[config.mk]
export PLATFORM = sky130hd
export DESIGN_NAME = integer_divider_unit
export DESIGN_NICKNAME = d
export VERILOG_FILES = /design/src/rtl/integer_divider_unit.sv
export SDC_FILE = /design/constraint.sdc
export NUM_CORES = 1
export LEC_CHECK = 0
export ABC_CLOCK_PERIOD_IN_PS = 3300
export BUFFER_PORTS_ARGS = -buffer_cell sky130_fd_sc_hd__buf_2
export CORE_ASPECT_RATIO = 0.9
export CORE_UTILIZATION = 58
export DETAILED_ROUTE_END_ITERATION = 10
export PLACE_DENSITY = 0.79
export REMOVE_ABC_BUFFERS = 1
export SYNTH_ARGS = -nofsm -noshare
export SYNTH_HDL_FRONTEND = slang
export SYNTH_SLANG_ARGS = --single-unit
[constraint.sdc]
create_clock -name clock -period 3.3 [get_ports clock]
set_input_delay 0.66 -clock clock [delete_from_list [all_inputs] [get_ports clock]]
set_output_delay 0.66 -clock clock [all_outputs]
set_load 0.01 [all_outputs]
[src/rtl/integer_divider_unit.sv]
// Multi-cycle restoring radix-2 integer divider with valid/ready handshakes.
// Signed or unsigned operands. Returns either the quotient or the remainder.
// The word width comes from TIA_WORD_WIDTH, which is normally supplied by datapath.svh.
`ifndef TIA_WORD_WIDTH
`define TIA_WORD_WIDTH 32
`endif

module integer_divider_unit (
  input  logic                       clock,
  input  logic                       reset,
  input  logic                       input_valid,
  output logic                       input_ready,
  input  logic                       is_signed,
  input  logic                       want_remainder,
  input  logic [`TIA_WORD_WIDTH-1:0] dividend,
  input  logic [`TIA_WORD_WIDTH-1:0] divisor,
  output logic                       output_valid,
  input  logic                       output_ready,
  output logic [`TIA_WORD_WIDTH-1:0] result,
  output logic                       divide_by_zero
);

  localparam int unsigned W = `TIA_WORD_WIDTH;

  typedef enum logic [1:0] {
    IDLE,
    ITERATE,
    FIXUP,
    DONE
  } state_t;

  state_t         r_state;
  logic [5:0]     r_count;
  logic [W-1:0]   r_quo;       // dividend magnitude shifting out, quotient shifting in
  logic [W-1:0]   r_div;       // divisor magnitude
  logic [W:0]     r_rem;       // partial remainder, one bit wider than the word
  logic           r_q_neg;
  logic           r_r_neg;
  logic           r_want_rem;
  logic           r_input_ready;
  logic           r_output_valid;
  logic [W-1:0]   r_result;
  logic           r_dbz;

  logic [W-1:0]   w_abs_dvd;
  logic [W-1:0]   w_abs_dvs;
  logic [W+1:0]   w_diff;
  logic           w_fits;
  logic [W-1:0]   w_quo_fix;
  logic [W-1:0]   w_rem_fix;

  // Operand magnitudes, trial subtraction for one restoring step, and sign fixup
  always_comb begin
    w_abs_dvd = (is_signed && dividend[W-1]) ? -dividend : dividend;
    w_abs_dvs = (is_signed && divisor[W-1])  ? -divisor  : divisor;
    // The shifted remainder is at most W+1 bits. The extra top bit of w_diff
    // acts as the borrow flag: if it is set, the divisor did not fit.
    w_diff    = {1'b0, r_rem[W-1:0], r_quo[W-1]} - {2'b00, r_div};
    w_fits    = ~w_diff[W+1] & ~r_rem[W];
    w_quo_fix = r_q_neg ? -r_quo : r_quo;
    w_rem_fix = r_r_neg ? -r_rem[W-1:0] : r_rem[W-1:0];
  end

  // Control FSM and datapath registers
  always_ff @(posedge clock) begin
    if (reset) begin
      r_state        <= IDLE;
      r_count        <= '0;
      r_quo          <= '0;
      r_div          <= '0;
      r_rem          <= '0;
      r_q_neg        <= 1'b0;
      r_r_neg        <= 1'b0;
      r_want_rem     <= 1'b0;
      r_input_ready  <= 1'b1;
      r_output_valid <= 1'b0;
      r_result       <= '0;
      r_dbz          <= 1'b0;
    end else begin
      case (r_state)
        IDLE: begin
          if (input_valid) begin
            r_want_rem    <= want_remainder;
            r_input_ready <= 1'b0;
            if (divisor == '0) begin
              r_result       <= want_remainder ? dividend : '1;
              r_dbz          <= 1'b1;
              r_output_valid <= 1'b1;
              r_state        <= DONE;
            end else begin
              r_quo   <= w_abs_dvd;
              r_div   <= w_abs_dvs;
              r_rem   <= '0;
              r_count <= '0;
              r_q_neg <= is_signed & (dividend[W-1] ^ divisor[W-1]);
              r_r_neg <= is_signed & dividend[W-1];
              r_dbz   <= 1'b0;
              r_state <= ITERATE;
            end
          end
        end
        ITERATE: begin
          r_rem   <= w_fits ? w_diff[W:0] : {r_rem[W-1:0], r_quo[W-1]};
          r_quo   <= {r_quo[W-2:0], w_fits};
          r_count <= r_count + 6'd1;
          if (r_count == 6'(W - 1)) begin
            r_state <= FIXUP;
          end
        end
        FIXUP: begin
          r_result       <= r_want_rem ? w_rem_fix : w_quo_fix;
          r_output_valid <= 1'b1;
          r_state        <= DONE;
        end
        DONE: begin
          if (output_ready) begin
            r_output_valid <= 1'b0;
            r_input_ready  <= 1'b1;
            r_state        <= IDLE;
          end
        end
        default: begin
          r_state <= IDLE;
        end
      endcase
    end
  end

  assign input_ready    = r_input_ready;
  assign output_valid   = r_output_valid;
  assign result         = r_result;
  assign divide_by_zero = r_dbz;

endmodule

# Word level (Yosys, flattened, before mapping)

Index checks and enable logic that the tools add are counted.

Flip-flop bits (word level): 143
Bits of input ports: 70
Logic and storage cells: 81

Add/sub/neg operators: 6
Equal/unequal tests: 9
Multiplexer cells: 32
Bitwise operators: 7
Reduce and logical (&&, ||, !) cells: 15

Operators with widths:

| kind                                          | number |
|---|---|
| two-way mux 32 bit                            | 10 |
| negation 32 bit                               | 4 |
| one-hot mux 32 bit (2 select lines)           | 2 |
| two-way mux 33 bit                            | 3 |
| one-hot mux 33 bit (2 select lines)           | 1 |
| subtractor 33 x 32 -> 34 bit                  | 1 |
| logical NOT 32 bit                            | 1 |
| AND reduction 3 bit                           | 5 |
| two-way mux 6 bit                             | 2 |
| one-hot mux 6 bit (2 select lines)            | 1 |
| != test 2 bit, second input constant          | 5 |
| two-way mux 2 bit                             | 4 |
| one-hot mux 2 bit (4 select lines)            | 1 |
| adder 6 x 1 -> 6 bit, second input constant   | 1 |
| == test 6 x 5 -> 1 bit, second input constant | 1 |
| two-way mux 1 bit                             | 6 |
| nonzero test 2 bit                            | 3 |
| == test 2 bit, second input constant          | 2 |
| AND reduction 4 bit                           | 1 |
| bitwise AND 1 bit                             | 3 |
| inverter 1 bit                                | 3 |
| one-hot mux 1 bit (3 select lines)            | 1 |
| nonzero test 3 bit                            | 1 |
| == test 2 x 1 -> 1 bit, second input constant | 1 |
| 5 further kinds                               | 6 |

# Longest topological paths before layout

Gate-level depths: netlist (run 1).

Word-level depth: 5
Depth in mapped cells: 14

# Least setup slack after synthesis (run 1)

Ideal clock, no wire load.

Path type: register -> register
Start point: register r_rem[9]
End point: register r_rem[31]
Library setup time: 0.079 ns
Arrival time: 2.771 ns
Path slack: 0.450 ns
Cell stages (with the launch flop): 13
Path buffers: 3
Clock period less this slack: 2.850 ns
Path through: dfxtp_1 ha_1 buf_2 nand4_1 or3_1 a31o_1 a211oi_1 nor4_1 or3_1 clkbuf_1 or2_1 buf_2 o211ai_1

Longest elaborated chain between the ends: 5

RTL lines:

| what                                    | RTL line | RTL |
|---|---|---|
| start: declaration                      | 36       | `logic [W:0] r_rem;` |
| start signal: assignment                | 103      | `r_rem <= w_fits ? w_diff[W:0] : {r_rem[W-1:0], r_quo[W-1]};` |
| subtractor 33 x 32 -> 34 bit (*)        | 58       | `w_diff = {1'b0, r_rem[W-1:0], r_quo[W-1]} - {2'b00, r_div};` |
| inverter 1 bit                          | 59       | `w_fits = ~w_diff[W+1] & ~r_rem[W];` |
| bitwise AND 1 bit                       | 59       |  |
| two-way mux 33 bit (*)                  | 103      |  |
| one-hot mux 33 bit (2 select lines) (*) | 80       | `case (r_state)` |

Mark *: on every way between the ends. The rest lies on a longest branch, timed or not.
A chain may end at the register's enable or synchronous reset.

# Worst setup path after layout (run 1)

Start point: register r_quo[2]
End point: register r_result[22], in the netlist result[22]

Longest elaborated chain between the ends: 4

RTL lines:

| what                                | RTL line | RTL |
|---|---|---|
| start: declaration                  | 34       | `logic [W-1:0] r_quo;` |
| start signal: assignment            | 91       | `r_quo <= w_abs_dvd;` |
| start signal: assignment            | 104      | `r_quo <= {r_quo[W-2:0], w_fits};` |
| negation 32 bit                     | 60       | `w_quo_fix = r_q_neg ? -r_quo : r_quo;` |
| two-way mux 32 bit                  | 60       |  |
| two-way mux 32 bit                  | 111      | `r_result <= r_want_rem ? w_rem_fix : w_quo_fix;` |
| one-hot mux 32 bit (2 select lines) | 80       |  |
| end signal: assignment              | 86       | `r_result <= want_remainder ? dividend : '1;` |
| end signal: assignment              | 111      |  |
| end: declaration                    | 42       | `logic [W-1:0] r_result;` |

Every way passes these cells.

==> reports/qor.json, run 1 <==
{
  "global_route": {
    "grt_max_degree": 43,
    "grt_first_pass_wirelength_mm": 47.0,
    "gr-total-overflow": 0,
    "grt_antenna_before_repair": 0,
    "grt_pass1_vias": 9343,
    "grt.total_usage_pct": 32.3
  },
  "synth": {
    "synth.lib_cells_used.distinct": 72,
    "ys_ff_latch": 143,
    "area_of_the_mapped_netlist_um2": 10300,
    "postSynth.topFlopCell": "sky130_fd_sc_hd__dfxtp_1",
    "postSynthAreaPerCell_um2": 7.51,
    "synth_enable_flop_cells": 0,
    "seq_area_frac_synth_pct": 27.9,
    "postSynthCellCount": 1366,
    "synth_async_sr_flop_share_pct": 0,
    "ys.warnings.count": 0
  },
  "cells_and_area": {
    "postLayoutCoreUtil_pct": 69.7,
    "mostFrequentLayoutCell": "sky130_fd_sc_hd__nand2_1",
    "final_nets": 1581,
    "antennaDiodeCount": 0,
    "syn_to_final_growth_pct": 15.9,
    "layout-drive-gt1-share_pct": 14.7,
    "most-common-layout-cells": "sky130_fd_sc_hd__nand2_1, sky130_fd_sc_hd__a21oi_1, sky130_fd_sc_hd__dfxtp_1"
  },
  "floorplanning": {
    "die_h_um": 128,
    "design.die.area_um2": 18200,
    "top_level_ports": 105,
    "design.core.area_um2": 17100,
    "dieWidth_um": 142,
    "rows": 45,
    "initial_utilization_pct": 60.1
  },
  "placement": {
    "final_replace_weighted_congestion": 0.944,
    "io_buf_count": 104,
    "hpwl_mm": 21.2,
    "dp_worst_setup_slack_ns": -0.0624
  },
  "critical_path": {
    "worst-path-buf-inv": 0,
    "crit_path_max_fanout": 7,
    "crit_family": "simple AND/OR/NAND/NOR gates",
    "cp_slowest_cell": "sky130_fd_sc_hd__or4_1",
    "worstPathCellList": "nor4_2 > nand3b_1 > nand2b_1 > or4_1 > o41ai_1 > xor2_1 > a22oi_1 > o211ai_1 > a21oi_1",
    "slowest_delay_ns": 0.61,
    "critical_path_arrival_ns": 3.40,
    "startpoint_type": "flip-flop",
    "path_class": "reg -> reg",
    "kind_of_end_point_of_the_critical_path": "flip-flop",
    "worstPathRequired_ns": 3.66
  },
  "hold_path": {
    "hp-class": "reg -> reg"
  },
  "clock_network": {
    "clkSinkCount": 143,
    "worstSkewPairLatency_ns": 0.43,
    "worst_setup_hold_path_clk_slew_ns": 0.06,
    "post-cts-setup-buffer-count": 0,
    "tritoncts": "done",
    "max-clock-path-buffers": 2,
    "ctsHtreeMaxLevel": 4,
    "ctsRootBufferMaster": "sky130_fd_sc_hd__clkbuf_16",
    "cts_made_buffers": 17,
    "cts-hold-fix-buffers": 0
  },
  "sta": {
    "finalHoldViolations": 0,
    "slew_headroom_pct": 26.4,
    "final.setup.worst_slack_ns": 0.264,
    "hold_ws_ns": 0.449,
    "final.setup_skew_ns": 0.00907,
    "final.setup.tns_ns": 0,
    "fin_crit_sh_pct": 92.0,
    "report.final.setup_viol": 0,
    "slew_violations": 0,
    "achievable-frequency_mhz": 329,
    "worst_slew_pin_slew_ns": 1.10,
    "final_period_minus_worst_setup_slack_ns": 3.04,
    "rsz_0062_raised_after_global_routing": "no"
  },
  "drt": {
    "iter_0_drt_violations": 1225,
    "antenna_left": 0,
    "drt_first_pass_iters": 11,
    "post-route-drc-count": 5,
    "routed_via_density": 6.06,
    "route.vias.total": 10400,
    "per_cell_routed_wire_length_um": 16.8,
    "totalWireLength_mm": 28.9
  },
  "power_and_ir_drop": {
    "worst_ir_drop_vdd_mv": 0.416,
    "power.leakage_nw": 4.89,
    "total_power_mw": 8.06,
    "pwr_density_nw_per_um2": 678
  },
  "run_status": {
    "failing_checks": "DRC",
    "outcome": "complete, but fails checks"
  },
  "flow_run": {
    "max-cap-violations": 0
  }
}
-- cells by family after synthesis --
logic type                 Yosys count  synth area share (%)
AOI/OAI and AO/OA                  462                  28.8
and+or+nand+nor                    417                  19.0
xor gates and xnor gates           149                  12.7
DFF                                143                  27.9
buffers and inverters              142                  5.29
adders and majority gates           43                  5.32
muxes                               10                 0.988
-- worst reg2reg max path, stage by stage (launching register included) --
cell and delay (ns):
sky130_fd_sc_hd__dfxtp_1 0.40, sky130_fd_sc_hd__nor4_2 0.47, sky130_fd_sc_hd__nand3b_1 0.17, sky130_fd_sc_hd__nand2b_1 0.29, sky130_fd_sc_hd__or4_1 0.61, sky130_fd_sc_hd__o41ai_1 0.33, sky130_fd_sc_hd__xor2_1 0.11, sky130_fd_sc_hd__a22oi_1 0.28
sky130_fd_sc_hd__o211ai_1 0.14, sky130_fd_sc_hd__a21oi_1 0.15
-- per-layer routing --
layer	part of all wire [%]	track usage, %	vias up	routed length [um]
met1	46	44.6	4675	13300
met5	0	0	-	0
li1	-	-	5168	-
met3	8.1	4.82	60	2340
met4	2.3	11.1	0	673
met2	43	51.2	493	12500
-- cells in the mapped netlist (6+ instances only) --
| master | instances | share of area [%] |
|---|---|---|
| sky130_fd_sc_hd__a211oi_1 | 48 | 3.5 |
| sky130_fd_sc_hd__a21o_1 | 9 | 0.66 |
| sky130_fd_sc_hd__a21oi_1 | 143 | 7.0 |
| sky130_fd_sc_hd__a222oi_1 | 6 | 0.59 |
| sky130_fd_sc_hd__a22oi_1 | 18 | 1.3 |
| sky130_fd_sc_hd__a31oi_1 | 8 | 0.49 |
| sky130_fd_sc_hd__a32oi_1 | 13 | 1.1 |
| sky130_fd_sc_hd__and3_1 | 6 | 0.37 |
| sky130_fd_sc_hd__buf_2 | 8 | 0.39 |
| sky130_fd_sc_hd__clkbuf_1 | 69 | 2.5 |
| sky130_fd_sc_hd__dfxtp_1 | 143 | 28 |
| sky130_fd_sc_hd__ha_1 | 42 | 5.1 |
| sky130_fd_sc_hd__inv_1 | 61 | 2.2 |
| sky130_fd_sc_hd__mux2i_1 | 9 | 0.88 |
| sky130_fd_sc_hd__nand2_1 | 147 | 5.4 |
| sky130_fd_sc_hd__nand2b_1 | 11 | 0.67 |
| sky130_fd_sc_hd__nand3_1 | 17 | 0.83 |
| sky130_fd_sc_hd__nand4_1 | 8 | 0.49 |
| sky130_fd_sc_hd__nor2_1 | 126 | 4.6 |
| sky130_fd_sc_hd__nor2b_1 | 9 | 0.55 |
| sky130_fd_sc_hd__nor3_1 | 26 | 1.3 |
| sky130_fd_sc_hd__nor4_1 | 15 | 0.91 |
| sky130_fd_sc_hd__o211ai_1 | 13 | 0.95 |
| sky130_fd_sc_hd__o21a_1 | 6 | 0.44 |
| sky130_fd_sc_hd__o21ai_0 | 52 | 2.5 |
| sky130_fd_sc_hd__o21ai_1 | 51 | 2.5 |
| sky130_fd_sc_hd__o221ai_1 | 6 | 0.51 |
| sky130_fd_sc_hd__o22ai_1 | 18 | 1.1 |
| sky130_fd_sc_hd__o31ai_1 | 23 | 1.7 |
| sky130_fd_sc_hd__o41ai_1 | 14 | 1.2 |
| sky130_fd_sc_hd__or3_1 | 11 | 0.67 |
| sky130_fd_sc_hd__or4_1 | 12 | 0.88 |
| sky130_fd_sc_hd__xnor2_1 | 67 | 5.7 |
| sky130_fd_sc_hd__xor2_1 | 82 | 7.0 |
-- worst paths after layout --
kind / startpoint / depth (start not counted) / to / slack, ns
hold reg to reg: result[15] / 2 / result[15] / 0.45
setup reg to reg: r_quo[2] / 9 / result[22] / 0.26
setup / recovery: r_quo[2] / 9 / result[22] / 0.26
hold / removal: result[15] / 2 / result[15] / 0.45
-- report_power, final --
part / leakage [nW] / internal (mW) / switching [mW] / total [mW]
Clock: 0.313 / 1.32 / 0.747 / 2.07
Combinational: 3.41 / 1.39 / 2.21 / 3.60
Sequential: 1.17 / 2.07 / 0.330 / 2.40
Total: 4.89 / 4.77 / 3.29 / 8.06
-- timing repair --
item                                    CTS  global route
resized for setup                         0             1
hold endpoints to repair                  0             0
endpoints found under the setup margin    0            26
-- final cells by class --
type | count | area (um^2)
Clock buffer | 21 | 470
Clock inverter | 11 | 161
Fill cell | 1455 | 5170
Inverter | 62 | 233
Multi-Input combinational cell | 1081 | 6870
Sequential cell | 143 | 2860
Tap cell | 235 | 294
Timing Repair Buffer | 163 | 991
-- sequential cells by signal, indices dropped and copies added (netlist names) --
signal / cells
r_rem: 33
r_div: 32
r_quo: 32
result: 32
r_count: 6
r_state: 2
divide_by_zero: 1
input_ready: 1
output_valid: 1
r_q_neg: 1
r_r_neg: 1
r_want_rem: 1
-- through the flow --
stage,cell area (um^2),cells
final,11900,1716
after global routing,11900,1716
after CTS,11900,1716
after detailed placement,11200,1684
after global placement,11200,1684
after floorplan,9950,1286
(Power assumes the default switching activity.)
==> run 2, diff against run 1 <==
--- a/config.mk
+++ b/config.mk
@@ -5,13 +5,14 @@
 export SDC_FILE = /design/constraint.sdc
 export NUM_CORES = 1
 export LEC_CHECK = 0
-export ABC_CLOCK_PERIOD_IN_PS = 3300
+export ABC_CLOCK_PERIOD_IN_PS = 3600
 export BUFFER_PORTS_ARGS = -buffer_cell sky130_fd_sc_hd__buf_2
 export CORE_ASPECT_RATIO = 0.9
 export CORE_UTILIZATION = 58
 export DETAILED_ROUTE_END_ITERATION = 10
 export PLACE_DENSITY = 0.79
 export REMOVE_ABC_BUFFERS = 1
+export SLEW_MARGIN = 20
 export SYNTH_ARGS = -nofsm -noshare
 export SYNTH_HDL_FRONTEND = slang
 export SYNTH_SLANG_ARGS = --single-unit
==> constraint.sdc (replaced) <==
create_clock -name clock -period 3.6 [get_ports clock]
set_input_delay 0.72 -clock clock [delete_from_list [all_inputs] [get_ports clock]]
set_output_delay 0.72 -clock clock [all_outputs]
set_load 0.01 [all_outputs]
==> run 2 against run 1 <==
The flow now finishes without violations; final cell count is 1.5% lower; clock-buffer cell count grew 1; final area down 2.0%; sequential power fell by 8.7%; fmax shrank 7.7%; die area did not move; power down 12%; sequential share of layout area is 0.50 points higher; critical path depth increased by 3; clock skew down 0.0022 ns; non-clock buffer count fell by 23; register-to-register slack gained 0.05 ns; critical endpoint is now r_rem[12]; highest routed layer unchanged.
==> reports/qor.json, run 2 (synthesis gave the netlist of run 1 again) <==
{
  "clock_network": {
    "post_cts_gate_resize_count": 0,
    "cts-hold-fix-buffers": 0,
    "worstSkewPairLatency_ns": 0.43,
    "tritoncts": "done",
    "cts_made_buffers": 17,
    "clkSinkCount": 143,
    "max-clock-path-buffers": 2,
    "ctsRootBufferMaster": "sky130_fd_sc_hd__clkbuf_16",
    "worst_setup_hold_path_clk_slew_ns": 0.06,
    "post-cts-setup-buffer-count": 0,
    "ctsHtreeMaxLevel": 4
  },
  "cells_and_area": {
    "antennaDiodeCount": 0,
    "max_flop_register": "r_rem",
    "syn_to_final_growth_pct": 13.5,
    "largest_register_ffs": 33,
    "mostFrequentLayoutCell": "sky130_fd_sc_hd__nand2_1",
    "stdcell_count": 1691,
    "postLayoutCoreUtil_pct": 68.3,
    "fillers": 1466,
    "final_nets": 1558,
    "most-common-layout-cells": "sky130_fd_sc_hd__nand2_1, sky130_fd_sc_hd__a21oi_1, sky130_fd_sc_hd__dfxtp_1",
    "layout-drive-gt1-share_pct": 12.9
  },
  "drt": {
    "route.vias.total": 10300,
    "per_cell_routed_wire_length_um": 16.5,
    "routed_via_density": 6.10,
    "drt_first_pass_iters": 6,
    "totalWireLength_mm": 27.9,
    "antenna_left": 0,
    "iter_0_drt_violations": 908,
    "post-route-drc-count": 0
  },
  "critical_path": {
    "worst_r2r_path_depth": 12,
    "path_class": "reg -> reg",
    "worstPathRequired_ns": 3.96,
    "kind_of_end_point_of_the_critical_path": "flip-flop",
    "startpoint_type": "flip-flop",
    "regToRegEndpoint": "r_rem[12]",
    "worst-r2r-setup-slack_ns": 0.31,
    "crit_path_max_fanout": 37,
    "crit-reg2reg-launch": "r_div[10]",
    "critical_path_arrival_ns": 3.65
  },
  "hold_path": {
    "min_from": "result[10]",
    "hp-class": "reg -> reg",
    "whs_endpoint": "result[10]",
    "hold-path-cell-count": 2
  },
  "global_route": {
    "grt_antenna_before_repair": 0,
    "grt.total_usage_pct": 31.1,
    "grt_first_pass_wirelength_mm": 45.2,
    "grt_pass1_vias": 9111,
    "gr-total-overflow": 0,
    "grt_max_degree": 88
  },
  "power_and_ir_drop": {
    "worst_ir_drop_vdd_mv": 0.462,
    "pwr-share-clk_pct": 24.5,
    "power.share.switching_pct": 40.9,
    "combPwrFrac_pct": 44.7,
    "p_switching_mw": 2.91,
    "cellInternalPower_mw": 4.20,
    "pwr_density_nw_per_um2": 611,
    "total_power_mw": 7.12,
    "power.leakage_nw": 4.75,
    "share_seq_of_total_power_pct": 30.8
  },
  "placement": {
    "io_buf_count": 104,
    "final_replace_weighted_congestion": 0.943,
    "hpwl_mm": 20.3,
    "placed_cells": 1661
  },
  "sta": {
    "slew_violations": 0,
    "achievable-frequency_mhz": 304,
    "fin_crit_sh_pct": 91.3,
    "final.setup_skew_ns": 0.00683,
    "rsz_0062_raised_after_global_routing": "no",
    "worst_slew_pin_slew_ns": 1.10,
    "slew_headroom_pct": 26.4,
    "hold_ws_ns": 0.447,
    "final_period_minus_worst_setup_slack_ns": 3.29,
    "report.final.setup_viol": 0,
    "final.setup.tns_ns": 0,
    "finalHoldViolations": 0
  },
  "floorplanning": {
    "die_h_um": 128,
    "top_level_ports": 105,
    "initial_utilization_pct": 60.1,
    "design.die.area_um2": 18200,
    "rows": 45,
    "design.core.area_um2": 17100,
    "dieWidth_um": 142
  },
  "run_status": {
    "outcome": "finished, final reports clean"
  },
  "flow_run": {
    "max-cap-violations": 0
  }
}
[run 2: changes by cell type in the layout (fill, tap and decap cells not counted), sizes merged]
cell,before,now
buf,163,140
clkinv,7,6
bufinv,4,3
clkinvlp,1,0
clkbuf,21,22
[run 2: layout make-up]
class                      instances  area, um^2  share of cell area [%]
clock buffer                      22         454                    3.90
clock inverter                     8         115                   0.989
inverter                          62         233                    2.00
multi-input combinational       1081        6870                    59.0
sequential                       143        2860                    24.6
tap                              235         294                    2.52
timing repair buffer             140         818                    7.03
[run 2: layer usage]
layer,global-route usage [%],part of all wire (%),up-vias
met5,0,0,-
met3,5.19,7.1,46
met2,48.7,43,436
li1,-,-,5111
met1,43.4,47,4727
met4,10.1,2.1,0
[run 2: how the worst max path moves through the flow]
| stage | depth (start not counted) | end | startpoint |
|---|---|---|---|
| finish | 12 | r_rem[12] | r_div[10] |
| global placement | 9 | r_quo[1] | divisor[19] |
| global route | 12 | r_rem[14] | r_div[10] |
| detailed placement | 9 | r_quo[25] | divisor[19] |
| CTS | 12 | r_rem[12] | r_div[10] |
| floorplan | 9 | r_rem[27] | divisor[19] |
[run 2: worst max-delay path: stages, from the launching register on]
cell and delay [ns]:
sky130_fd_sc_hd__dfxtp_1 0.31, sky130_fd_sc_hd__inv_1 0.06, sky130_fd_sc_hd__ha_1 0.43, sky130_fd_sc_hd__nand4_1 0.17
sky130_fd_sc_hd__or3_1 0.39, sky130_fd_sc_hd__a31o_1 0.23, sky130_fd_sc_hd__a211oi_1 0.41, sky130_fd_sc_hd__nor4_1 0.09
sky130_fd_sc_hd__or3_1 0.49, sky130_fd_sc_hd__buf_4 0.31, sky130_fd_sc_hd__nor2_1 0.17, sky130_fd_sc_hd__a21oi_1 0.06
sky130_fd_sc_hd__o21ai_1 0.11
[run 2: power groups by stage]
stage	registers, mW	clock network [mW]	logic (mW)
finish	2.19	1.74	3.19
global route	2.23	1.83	3.50
CTS	2.18	1.76	3.14
detailed placement	2.21	0	3.11
global placement	2.20	0	3.07
floorplan	2.20	0	2.19
[run 2: per-stage QoR]
stage,area (um^2),setup WS [ns]
floorplan,9950,-0.378
global placement,11100,0.158
detailed placement,11100,0.0893
CTS,11600,0.345
global route,11600,0.129
finish,11600,0.313
